**src/rtl/eeg_ingest_writer_if.sv**
```systemverilog
// ---------------------------------------------------------------------------
// eeg_ingest_writer_if
// Bundles the ADC sample stream (valid/ready) and the int-res memory write
// request channel (req/gnt with address, data and width). The writer uses the
// master modport; the environment (ADC source plus memory arbiter) uses the
// slave modport.
// ---------------------------------------------------------------------------
interface eeg_ingest_writer_if;

  // ADC sample stream (AdcData_t)
  logic [15:0] adc_data;
  logic        adc_valid;
  logic        adc_ready;

  // int-res memory write channel
  logic        mem_wr_req;
  logic        mem_wr_gnt;
  logic [15:0] mem_wr_addr;   // IntResAddr_t
  logic [15:0] mem_wr_data;   // IntResDouble_t
  logic        mem_wr_width;  // DataWidth_t

  // Writer side: consumes samples, issues memory writes
  modport master (
    input  adc_data,
    input  adc_valid,
    output adc_ready,
    output mem_wr_req,
    input  mem_wr_gnt,
    output mem_wr_addr,
    output mem_wr_data,
    output mem_wr_width
  );

  // Environment side: produces samples, grants memory writes
  modport slave (
    output adc_data,
    output adc_valid,
    input  adc_ready,
    input  mem_wr_req,
    output mem_wr_gnt,
    input  mem_wr_addr,
    input  mem_wr_data,
    input  mem_wr_width
  );

endinterface

```
**src/rtl/eeg_ingest_writer.sv**
```systemverilog
// ---------------------------------------------------------------------------
// eeg_ingest_writer
// Producer end of the EEG input region of intermediate-result memory. Each
// accepted 16b unsigned ADC sample is re-centred around zero, optionally
// scaled down by an arithmetic shift, and written as a double-width value to
// consecutive addresses starting at BASE_ADDR. After NUM_SAMPLES writes have
// been granted a one-cycle done pulse is raised.
//
// A single capture register sits between the ADC stream and the memory
// request. A grant frees that register in the same cycle, so with the
// arbiter granting every cycle the block sustains one sample per clock.
// ---------------------------------------------------------------------------
module eeg_ingest_writer #(
  parameter int          NUM_SAMPLES  = 3840,     // samples per epoch
  parameter logic [15:0] BASE_ADDR    = 16'h0000, // first write address
  parameter int          SAMPLE_SHIFT = 0         // 0..8, applied after offset removal
) (
  input  logic                       clk,
  input  logic                       rst,
  input  logic                       i_start,
  input  logic                       i_abort,
  eeg_ingest_writer_if.master        bus,
  output logic                       o_busy,
  output logic                       o_done,
  output logic                       o_overrun
);

  // count has to represent NUM_SAMPLES itself after the final capture
  localparam int                CNT_W        = $clog2(NUM_SAMPLES + 1);
  localparam logic [CNT_W-1:0]  LAST_IDX     = CNT_W'(NUM_SAMPLES - 1);
  localparam logic              DOUBLE_WIDTH = 1'b1;

  typedef enum logic [1:0] {
    ST_IDLE  = 2'd0,
    ST_LOAD  = 2'd1,
    ST_DRAIN = 2'd2
  } state_t;

  // -------------------------------------------------------------------------
  // State registers and their next-state values
  // -------------------------------------------------------------------------
  state_t             r_state;
  state_t             w_state_next;
  logic               r_pending;
  logic               w_pending_next;
  logic [CNT_W-1:0]   r_count;
  logic [CNT_W-1:0]   w_count_next;
  logic [15:0]        r_addr;
  logic [15:0]        w_addr_next;
  logic [15:0]        r_data;
  logic [15:0]        w_data_next;
  logic               r_done;
  logic               w_done_next;
  logic               r_overrun;
  logic               w_overrun_next;

  // -------------------------------------------------------------------------
  // Handshake decode
  // -------------------------------------------------------------------------
  logic               w_grant;        // outstanding write accepted by arbiter
  logic               w_slot_free;    // capture register free (or freed this cycle)
  logic               w_ready_base;   // LOAD state with a free slot
  logic               w_ready;        // what the ADC side actually sees
  logic               w_capture;      // sample taken this cycle
  logic               w_start_ok;     // start accepted (IDLE, no abort)
  logic               w_last_capture; // capture of the final sample of the epoch
  logic               w_final_grant;  // grant of the final write of the epoch
  logic               w_stall;        // ADC offered data while we could not take it

  // A grant only counts while a request is outstanding
  assign w_grant      = r_pending & bus.mem_wr_gnt;
  assign w_slot_free  = ~r_pending | bus.mem_wr_gnt;
  assign w_ready_base = (r_state == ST_LOAD) & w_slot_free;

  // abort wins over a same-cycle capture, so the source must not see ready
  assign w_ready        = w_ready_base & ~i_abort;
  assign w_capture      = bus.adc_valid & w_ready;
  assign w_start_ok     = (r_state == ST_IDLE) & i_start & ~i_abort;
  assign w_last_capture = w_capture & (r_count == LAST_IDX);
  assign w_final_grant  = (r_state == ST_DRAIN) & w_grant;

  // Overrun looks at the un-gated ready: a sample refused only because of
  // abort is a deliberate discard, not a back-pressure loss.
  assign w_stall        = o_busy & bus.adc_valid & ~w_ready_base;

  // -------------------------------------------------------------------------
  // Sample conversion: flip the MSB to turn offset-binary into two's
  // complement (adc - 32768), then scale with an arithmetic shift.
  // -------------------------------------------------------------------------
  logic signed [15:0] w_centred;
  logic signed [15:0] w_scaled;

  assign w_centred = $signed({~bus.adc_data[15], bus.adc_data[14:0]});
  assign w_scaled  = w_centred >>> SAMPLE_SHIFT;

  // -------------------------------------------------------------------------
  // FSM state register
  // -------------------------------------------------------------------------
  always_ff @(posedge clk or posedge rst) begin
    if (rst) begin
      r_state <= ST_IDLE;
    end else begin
      r_state <= w_state_next;
    end
  end

  // FSM next-state: abort returns to IDLE from anywhere and beats start
  always_comb begin
    w_state_next = r_state;
    if (i_abort) begin
      w_state_next = ST_IDLE;
    end else begin
      case (r_state)
        ST_IDLE: begin
          if (i_start) begin
            w_state_next = ST_LOAD;
          end
        end
        ST_LOAD: begin
          if (w_last_capture) begin
            w_state_next = ST_DRAIN;
          end
        end
        ST_DRAIN: begin
          if (w_grant) begin
            w_state_next = ST_IDLE;
          end
        end
        default: begin
          w_state_next = ST_IDLE;
        end
      endcase
    end
  end

  // Datapath next values: capture slot, counter, address/data, status flags
  always_comb begin
    w_pending_next = r_pending;
    w_count_next   = r_count;
    w_addr_next    = r_addr;
    w_data_next    = r_data;
    w_done_next    = 1'b0;
    w_overrun_next = r_overrun;

    // Capture slot: a new beat re-arms it even if the old one was granted
    if (i_abort) begin
      w_pending_next = 1'b0;
    end else if (w_capture) begin
      w_pending_next = 1'b1;
    end else if (w_grant) begin
      w_pending_next = 1'b0;
    end

    // Counter is kept across abort so it stays observable until the next start
    if (w_start_ok) begin
      w_count_next = '0;
    end else if (w_capture) begin
      w_count_next = r_count + 1'b1;
    end

    // Address and data only change on capture, so they hold during req & ~gnt
    if (w_capture) begin
      w_addr_next = BASE_ADDR + 16'(r_count);
      w_data_next = w_scaled;
    end

    // An aborted epoch never reports completion, even if its last write commits
    w_done_next = w_final_grant & ~i_abort;

    if (w_start_ok) begin
      w_overrun_next = 1'b0;
    end else if (w_stall) begin
      w_overrun_next = 1'b1;
    end
  end

  // Datapath and status registers
  always_ff @(posedge clk or posedge rst) begin
    if (rst) begin
      r_pending <= 1'b0;
      r_count   <= '0;
      r_addr    <= BASE_ADDR;
      r_data    <= '0;
      r_done    <= 1'b0;
      r_overrun <= 1'b0;
    end else begin
      r_pending <= w_pending_next;
      r_count   <= w_count_next;
      r_addr    <= w_addr_next;
      r_data    <= w_data_next;
      r_done    <= w_done_next;
      r_overrun <= w_overrun_next;
    end
  end

  // -------------------------------------------------------------------------
  // Outputs
  // -------------------------------------------------------------------------
  assign bus.adc_ready    = w_ready;
  assign bus.mem_wr_req   = r_pending;
  assign bus.mem_wr_addr  = r_addr;
  assign bus.mem_wr_data  = r_data;
  assign bus.mem_wr_width = DOUBLE_WIDTH;

  assign o_busy    = (r_state == ST_LOAD) | (r_state == ST_DRAIN);
  assign o_done    = r_done;
  assign o_overrun = r_overrun;

endmodule

```
**src/flat_wrapper.sv**
```systemverilog
// flat-port wrapper written by rule: the top's interface ports become plain ports
module eeg_ingest_writer_flat 
#(
  parameter int          NUM_SAMPLES  = 3840,                         
  parameter logic [15:0] BASE_ADDR    = 16'h0000,                       
  parameter int          SAMPLE_SHIFT = 0                                              
)
  (clk, rst, i_start, i_abort, o_busy, o_done, o_overrun, bus_adc_data, bus_adc_valid, bus_adc_ready, bus_mem_wr_req, bus_mem_wr_gnt, bus_mem_wr_addr, bus_mem_wr_data, bus_mem_wr_width);
  eeg_ingest_writer_if bus_i ();
  input  logic clk;
  input  logic rst;
  input  logic i_start;
  input  logic i_abort;
  output logic o_busy;
  output logic o_done;
  output logic o_overrun;
  input wire logic [$bits(bus_i.adc_data)-1:0] bus_adc_data;
  input wire logic [$bits(bus_i.adc_valid)-1:0] bus_adc_valid;
  output wire logic [$bits(bus_i.adc_ready)-1:0] bus_adc_ready;
  output wire logic [$bits(bus_i.mem_wr_req)-1:0] bus_mem_wr_req;
  input wire logic [$bits(bus_i.mem_wr_gnt)-1:0] bus_mem_wr_gnt;
  output wire logic [$bits(bus_i.mem_wr_addr)-1:0] bus_mem_wr_addr;
  output wire logic [$bits(bus_i.mem_wr_data)-1:0] bus_mem_wr_data;
  output wire logic [$bits(bus_i.mem_wr_width)-1:0] bus_mem_wr_width;
  assign bus_i.adc_data = bus_adc_data;
  assign bus_i.adc_valid = bus_adc_valid;
  assign bus_adc_ready = bus_i.adc_ready;
  assign bus_mem_wr_req = bus_i.mem_wr_req;
  assign bus_i.mem_wr_gnt = bus_mem_wr_gnt;
  assign bus_mem_wr_addr = bus_i.mem_wr_addr;
  assign bus_mem_wr_data = bus_i.mem_wr_data;
  assign bus_mem_wr_width = bus_i.mem_wr_width;
  eeg_ingest_writer #(.NUM_SAMPLES(NUM_SAMPLES), .BASE_ADDR(BASE_ADDR), .SAMPLE_SHIFT(SAMPLE_SHIFT)) u_core (.clk(clk), .rst(rst), .i_start(i_start), .i_abort(i_abort), .bus(bus_i), .o_busy(o_busy), .o_done(o_done), .o_overrun(o_overrun));
endmodule
```
**config.mk**
```make
export PLATFORM = sky130hd
export DESIGN_NAME = eeg_ingest_writer_flat
export DESIGN_NICKNAME = d
export VERILOG_FILES = /design/src/rtl/eeg_ingest_writer_if.sv /design/src/rtl/eeg_ingest_writer.sv /design/src/flat_wrapper.sv
export SDC_FILE = /design/constraint.sdc
export NUM_CORES = 1
export LEC_CHECK = 0
export ABC_AREA = 1
export CORE_MARGIN = 2
export CORE_UTILIZATION = 47
export DETAILED_ROUTE_END_ITERATION = 10
export GPL_ROUTABILITY_DRIVEN = 0
export PLACE_DENSITY_LB_ADDON = 0.15
export SYNTH_ARGS = -nofsm -noshare
export SYNTH_HDL_FRONTEND = slang
export SYNTH_SLANG_ARGS = --single-unit
```
**constraint.sdc**
```tcl
create_clock -name clk -period 1.9 [get_ports clk]
set_input_delay 0.285 -clock clk [delete_from_list [all_inputs] [get_ports clk]]
set_output_delay 0.285 -clock clk [all_outputs]
set_load 0.005 [all_outputs]
```
==> results of run 1 <==
synthesized netlist by cell type:
cell	instances	area (um^2)
nand2_1	98	368
dfrtp_1	45	1130
o21ai_0	22	110
inv_1	21	78.8
nor2_1	17	63.8
nand3_1	12	60.1
a21oi_1	6	30.0
buf_4	6	45.0
nand4_1	6	37.5
ha_1	4	50.1
buf_2	3	15.0
conb_1	2	7.51
nand2_2	2	12.5
a31oi_1	1	6.26
buf_1	1	3.75
buf_6	1	11.3
clkbuf_1	1	3.75
clkinv_2	1	5.00
inv_2	1	3.75
nand3_4	1	17.5
nor2_4	1	11.3
nor3_1	1	5.00
nor3_2	1	10.0
o21ai_1	1	5.00
how the worst max path moves through the flow:
stage                                  startpoint                             to  slack, ps  depth (start not counted)
floorplan           u_core.r_state[1]$_DFFE_PP0P_  u_core.r_state[0]$_DFFE_PP0P_        500                         11
global placement                          i_abort                  bus_adc_ready        120                          5
detailed placement                        i_abort                  bus_adc_ready        110                          5
CTS                 u_core.r_state[0]$_DFFE_PP0P_                         o_busy          3                          3
global route        u_core.r_count[0]$_DFFE_PP0P_  u_core.r_state[0]$_DFFE_PP0P_        130                         10
finish              u_core.r_count[0]$_DFFE_PP0P_  u_core.r_state[0]$_DFFE_PP0P_        270                         10
metal layers:
| layer | up-vias | share of wire, % | routed length, um | track usage [%] |
|---|---|---|---|---|
| li1 | 911 | - | - | - |
| met1 | 793 | 47 | 2010 | 24.1 |
| met2 | 48 | 45 | 1960 | 30.3 |
| met3 | 6 | 6.6 | 283 | 5.56 |
| met4 | 0 | 1.6 | 68 | 6.71 |
| met5 | - | 0 | 0 | 0 |
per-stage QoR:
stage	instance area [um^2]	utilization (%)
global route	2860	66.1
CTS	2850	65.9
global placement	2700	62.4
floorplan	2100	-
detailed placement	2700	62.4
finish	2860	66.1
registers in the layout (all words and copies together) (netlist names):
name,flops
u_core.bus.mem_wr_data,16
u_core.r_state,2
u_core.o_done,1
u_core.o_overrun,1
u_core.r_count,12
u_core.bus.mem_wr_addr,12
u_core.bus.mem_wr_req,1
cell families (layout without fill, tap and decap cells):
logic type,Yosys count,after routing,synth area share [%]
AND/OR/NAND/NOR,139,139,28.1
flip-flops,45,45,54.0
buffers and inverters,35,94,7.97
AO/OA/AOI/OAI,30,30,7.25
adder cells (fa/ha/maj),4,4,2.40
other,2,5,0.360
final cells by class:
class                   instances  area (um^2)  area share, %
clock buffers                   5         68.8           2.41
well taps                      52         65.1           2.28
flip-flops and latches         45         1130           39.4
inverters                      23         87.6           3.06
multi-input cells             178          818           28.6
clock inverters                 3         65.1           2.28
repair buffers                 63          626           21.9
report_power, final:
group	switching [mW]	total (mW)	internal, mW
sequential	0.194	1.46	1.27
combinational	0.519	1.27	0.755
clock	0.327	0.849	0.522
total	1.04	3.58	2.54
critical path, delay by kind of cell (launching register included):
kind / cells / cell delay, ps
adders and majority gates: 1 / 330
buffers and inverters: 1 / 100
DFF: 1 / 450
and+or+nand+nor: 8 / 640
repair_timing:
item,CTS,global route
resized for setup,2,5
setup buffers,1,0
cloned,0,0
hold buffers,0,0
endpoints found under the setup margin,1,2
==> results.md, run 1 <==
- Final total power: 3.58 mW
- Hold WS: 334 ps
- Vias per std cell: 4.76
- Crit Path Class: reg2reg
- Cell Chain, Critical Path: ha_1 > inv_1 > nor2_1 > nand2_1 > nor2_1 > nand2_1 > nand2_1 > nand2_1 > nand2_1 > nand2_1
- Nets: 342
- DR DRC count: 0
- Layout cells sized above 1: 9.15%
- CP max FO: 6
- Cell Pwr Density: 1250 nW/um^2
- Placed insts: 360
- Total GRT Usage: 18.7%
- CP required: 2100 ps
- Core area: 4320 um^2
- Seq/Total Area, Yosys: 54.0%
- Worst path max stage delay: 450 ps
- CTS root buffer: clkbuf_8
- Number of DRC markers in iteration 0: 95
- Wirelength per Cell: 11.7 um
- Reg-to-reg endpoint: u_core.r_state[0]$_DFFE_PP0P_
- Die Height: 70.6 um
- Die W: 70.6 um
- CTS Buf Count: 5
- RSZ-0062 raised after global routing: false
- Antenna-violating nets left: 0
- Netlist Area Pre-Place: 2090 um^2
- CTS Sinks: 45
- Grt ovf: 0
- Yosys warning count: 0
- Most common cell on crit path: nand2_1
- Most common cell after layout, fill and taps aside: nand2_1
- # diodes: 0
- Vias in the first global route: 1,715
- Critical R2R Launch: u_core.r_count[0]$_DFFE_PP0P_
- Maximum clock rate: 614 MHz
- Clock Path Buffers: 2
- Leakage power: 1.36 nW
- Post-DP HPWL: 3.02 mm
- Total of flip-flops plus latches after synthesis: 45
- Via count: 1,758
- Clock insertion delay at the later pin of the skew report: 300 ps
- Final min period: 1630 ps
- Die area: 4990 um^2
- First-pass detailed-route iteration total: 4
- IO Count: 60
- R2R Setup Slk: 270 ps
- Finished Layout Cells: 369
- Mean Syn Cell Area: 8.18 um^2
- Outcome: finished, final reports clean
- Post-Syn Instances: 255
- Area Overhead vs Synth: 36.9%
- Total routed wirelength: 4.32 mm
- CTS HTree Levels: 2
- Row cnt: 24
- Max rail drop VDD: 0.654 mV
- CP max stage cell: dfrtp_1
- Starting Density: 48.3%
- Critical path arrival: 1830 ps
- Largest net degree at the start of global routing: 46
- # fillers: 395
- Most frequent cells in the layout: 98 x nand2_1, 52 x clkdlybuf4s50_1, 44 x dfrtp_1
- Final Hold Viols: 0
- Max_cap viols: 0
- Max-slew violation count: 0
- I/O Buffers: 54
- Setup TNS: 0 ps
- Hold Path Class: in2async
- Pre-CTS WS: 109 ps
- Number of antenna violations at the first check in global routing: 0
- Period utilization: 85.7%
- Netlist cell types: 24
- Crit path capture type: register
- First-pass GRT wire length: 7.45 mm
- CTS clk-pin slew, worst paths: 90 ps
- Reg2reg path depth: 10
- Startpoint Class: register
- Slack of the critical path: 272 ps
- CTS tree: yes
- Clock Skew: 5.95 ps
- Setup violations, final: 0
No activity file was read; power rests on OpenSTA's default activity.
==> run 2, diff against run 1 <==
--- a/config.mk
+++ b/config.mk
@@ -5,9 +5,9 @@
 export SDC_FILE = /design/constraint.sdc
 export NUM_CORES = 1
 export LEC_CHECK = 0
-export ABC_AREA = 1
 export CORE_MARGIN = 2
 export CORE_UTILIZATION = 47
+export CTS_CLUSTER_DIAMETER = 120
 export DETAILED_ROUTE_END_ITERATION = 10
 export GPL_ROUTABILITY_DRIVEN = 0
 export PLACE_DENSITY_LB_ADDON = 0.15
==> results.md, run 2 <==
- Outcome: finished, final reports clean
- Vias per std cell: 4.99 (+4.7%)
- CTS Sinks: 45 (unchanged)
- CTS HTree Levels: 2 (unchanged)
- Final Hold Viols: 0 (unchanged)
- Critical Path End: u_core.bus.mem_wr_addr[2]$_DFFE_PP0P_
- Async SR Flop Fraction: 100% (unchanged)
- Crit path capture type: register
- Antenna-violating nets left: 0 (unchanged)
- Slack of the critical path: 90.5 ps (-181 ps)
- Area Overhead vs Synth: 37.1%
- Top cells by instance count after synthesis: 56 x nand2_1, 45 x dfrtp_1, 12 x mux2_2, 12 x nor2_1, 8 x xnor2_1
- First-pass detailed-route iteration total: 4 (unchanged)
- Critical R2R Launch: u_core.r_state[1]$_DFFE_PP0P_
- Mean Syn Cell Area: 10.6 um^2 (+29%)
- CTS clk-pin slew, worst paths: 90 ps (about the same)
- IO Count: 60 (unchanged)
- Netlist Area Pre-Place: 2050 um^2 (-1.9%)
- CTS tree: yes
- Reg2reg path depth: 8 (-2)
- Max_cap viols: 0 (unchanged)
- Hold Path Class: in2async
- Wirelength per Cell: 12.9 um (+10%)
- Total of flip-flops plus latches after synthesis: 45 (unchanged)
- Post-synth EDFFs: 0 (unchanged)
- Pre-CTS WS: -132 ps (-242 ps)
- Final Util: 68.7% (+2.6 points)
- Cell Pwr Density: 1010 nW/um^2 (-20%)
- Crit Path Class: reg2reg
- CP required: 2090 ps (about the same)
- Row cnt: 23 (-4.2%)
- Critical path arrival: 2000 ps (+170 ps)
- Starting Density: 50.1% (+1.8 points)
- Number of DRC markers in iteration 0: 82 (-14%)
- Max rail drop VDD: 0.729 mV (+11%)
- Worst setup path start: u_core.r_state[1]$_DFFE_PP0P_
- Total routed wirelength: 4.00 mm (-7.3%)
- Top cells by area, synth: dfrtp_1 55%, nand2_1 10%, mux2_2 6.6%, xnor2_1 3.4%, buf_4 2.6%
- # diodes: 0 (unchanged)
- I/O Buffers: 54 (unchanged)
- Largest net degree at the start of global routing: 46 (unchanged)
- Max-slew violation count: 0 (unchanged)
- CTS root buffer: clkbuf_8
- Main synth FF type: dfrtp_1
- Die Height: 70.0 um (-0.91%)
- Vias in the first global route: 1,543 (-10%)
- Core area: 4090 um^2 (-5.5%)
- Maximum clock rate: 553 MHz (-10%)
- Die area: 4900 um^2 (-1.8%)
- Nets: 286 (-16%)
- Post-synth top area share: 55.0% (+1.1 points)
- Clock insertion delay at the later pin of the skew report: 300 ps (about the same)
- Post-Syn Instances: 194 (-24%)
- Reg-to-reg endpoint: u_core.bus.mem_wr_addr[2]$_DFFE_PP0P_
- DR DRC count: 0 (unchanged)
- Finished Layout Cells: 311 (-16%)
- CP max FO: 10 (+4)
- Count leader, synth: nand2_1
- CTS Buf Count: 5 (unchanged)
- First-pass GRT wire length: 7.00 mm (-6.0%)
- Layout cells sized above 1: 16.1% (+6.9 points)
- Seq/Total Area, Yosys: 55.0% (+1.1 points)
- Leakage power: 1.35 nW (-0.83%)
- Clock Path Buffers: 2 (unchanged)
- Most common cell after layout, fill and taps aside: nand2_1
- Yosys warning count: 0 (unchanged)
- Total GRT Usage: 17.9% (-0.79 points)
- R2R Setup Slk: 90 ps (-180 ps)
- Setup TNS: 0 ps (unchanged)
- RSZ-0062 raised after global routing: false
- Max reg flops: 16 (unchanged)
- Number of antenna violations at the first check in global routing: 0 (unchanged)
- Netlist cell types: 35 (+46%)
- Startpoint Class: register
- Period utilization: 95.2% (+9.6 points)
- Final min period: 1810 ps (+181 ps)
- Grt ovf: 0 (unchanged)
- Setup violations, final: 0 (unchanged)
- Area leader, netlist: dfrtp_1
- Die W: 70.0 um (-0.91%)
- Placed insts: 301 (-16%)
- Via count: 1,551 (-12%)
- Post-DP HPWL: 2.87 mm (-4.8%)
- Most frequent cells in the layout: 56 x nand2_1, 52 x clkdlybuf4s50_1, 45 x dfrtp_1
- Clock Skew: 5.53 ps (-0.419 ps)
- Hold buffer count at cts: 0 (unchanged)
-- run 2: cell families after synthesis --
family | count (synthesis) | share of synthesized area [%]
other | 2 | 0.367
muxes | 13 | 7.15
xor gates and xnor gates | 9 | 3.85
buffers and inverters | 17 | 5.32
and+or+nand+nor | 91 | 21.8
DFF | 45 | 55.0
AOI/OAI and AO/OA | 13 | 4.03
adders and majority gates | 4 | 2.45
-- run 2: per-layer routing --
metal / part of all wire, % / global-route usage [%] / vias up
met5: 0 / 0 / -
met4: 0.52 / 7.48 / 0
met3: 7.7 / 6.93 / 2
met2: 49 / 28.9 / 45
met1: 43 / 21.5 / 742
li1: - / - / 762
-- run 2: how the worst min path moves through the flow --
stage | from | to | slack, ps | depth (start not counted)
floorplan | i_abort | u_core.o_done$_DFF_PP0_ | 350 | 1
global placement | u_core.bus.mem_wr_data[7]$_DFFE_PP0P_ | u_core.bus.mem_wr_data[7]$_DFFE_PP0P_ | 460 | 2
detailed placement | u_core.bus.mem_wr_data[4]$_DFFE_PP0P_ | u_core.bus.mem_wr_data[4]$_DFFE_PP0P_ | 460 | 2
CTS | rst | u_core.o_done$_DFF_PP0_ | 330 | 3
global route | rst | u_core.o_done$_DFF_PP0_ | 340 | 3
finish | rst | u_core.r_state[1]$_DFFE_PP0P_ | 330 | 3
-- run 2: where the power goes --
| group | switching [mW] | internal [mW] |
|---|---|---|
| registers | 0.120 | 1.17 |
| logic | 0.368 | 0.583 |
| clock network | 0.333 | 0.258 |
-- run 2: per-stage QoR --
stage / power, mW / area [um^2] / hold WS [ps]
2_1_floorplan: 1.70 / 2060 / 355
3_3_place_gp: 2.26 / 2700 / 458
3_5_place_dp: 2.27 / 2700 / 462
4_1_cts: 2.88 / 2800 / 331
5_1_grt: 3.02 / 2810 / 342
6_report: 2.83 / 2810 / 327
-- run 2: final cells by class --
type / instances / area (um^2)
multi-input combinational: 135 / 823
clock buffer: 5 / 68.8
tap: 50 / 62.6
timing repair buffer: 68 / 684
sequential: 45 / 1130
inverter: 5 / 18.8
clock inverter: 3 / 22.5
fill: 317 / 1280
-- run 2: repair_timing --
action                                  4_1_cts  5_1_grt
gates resized for setup                       1        1
pin swaps                                     0        1
endpoints found under the setup margin        1        2
setup buffers                                 2        0
-- run 2: critical path: stages, from the launching register on --
cell and delay (ps):
dfrtp_1 370, inv_1 60, ha_1 180, and2b_2 200, buf_4 140, nand3_2 90
buf_4 210, buf_12 130, mux2_2 320
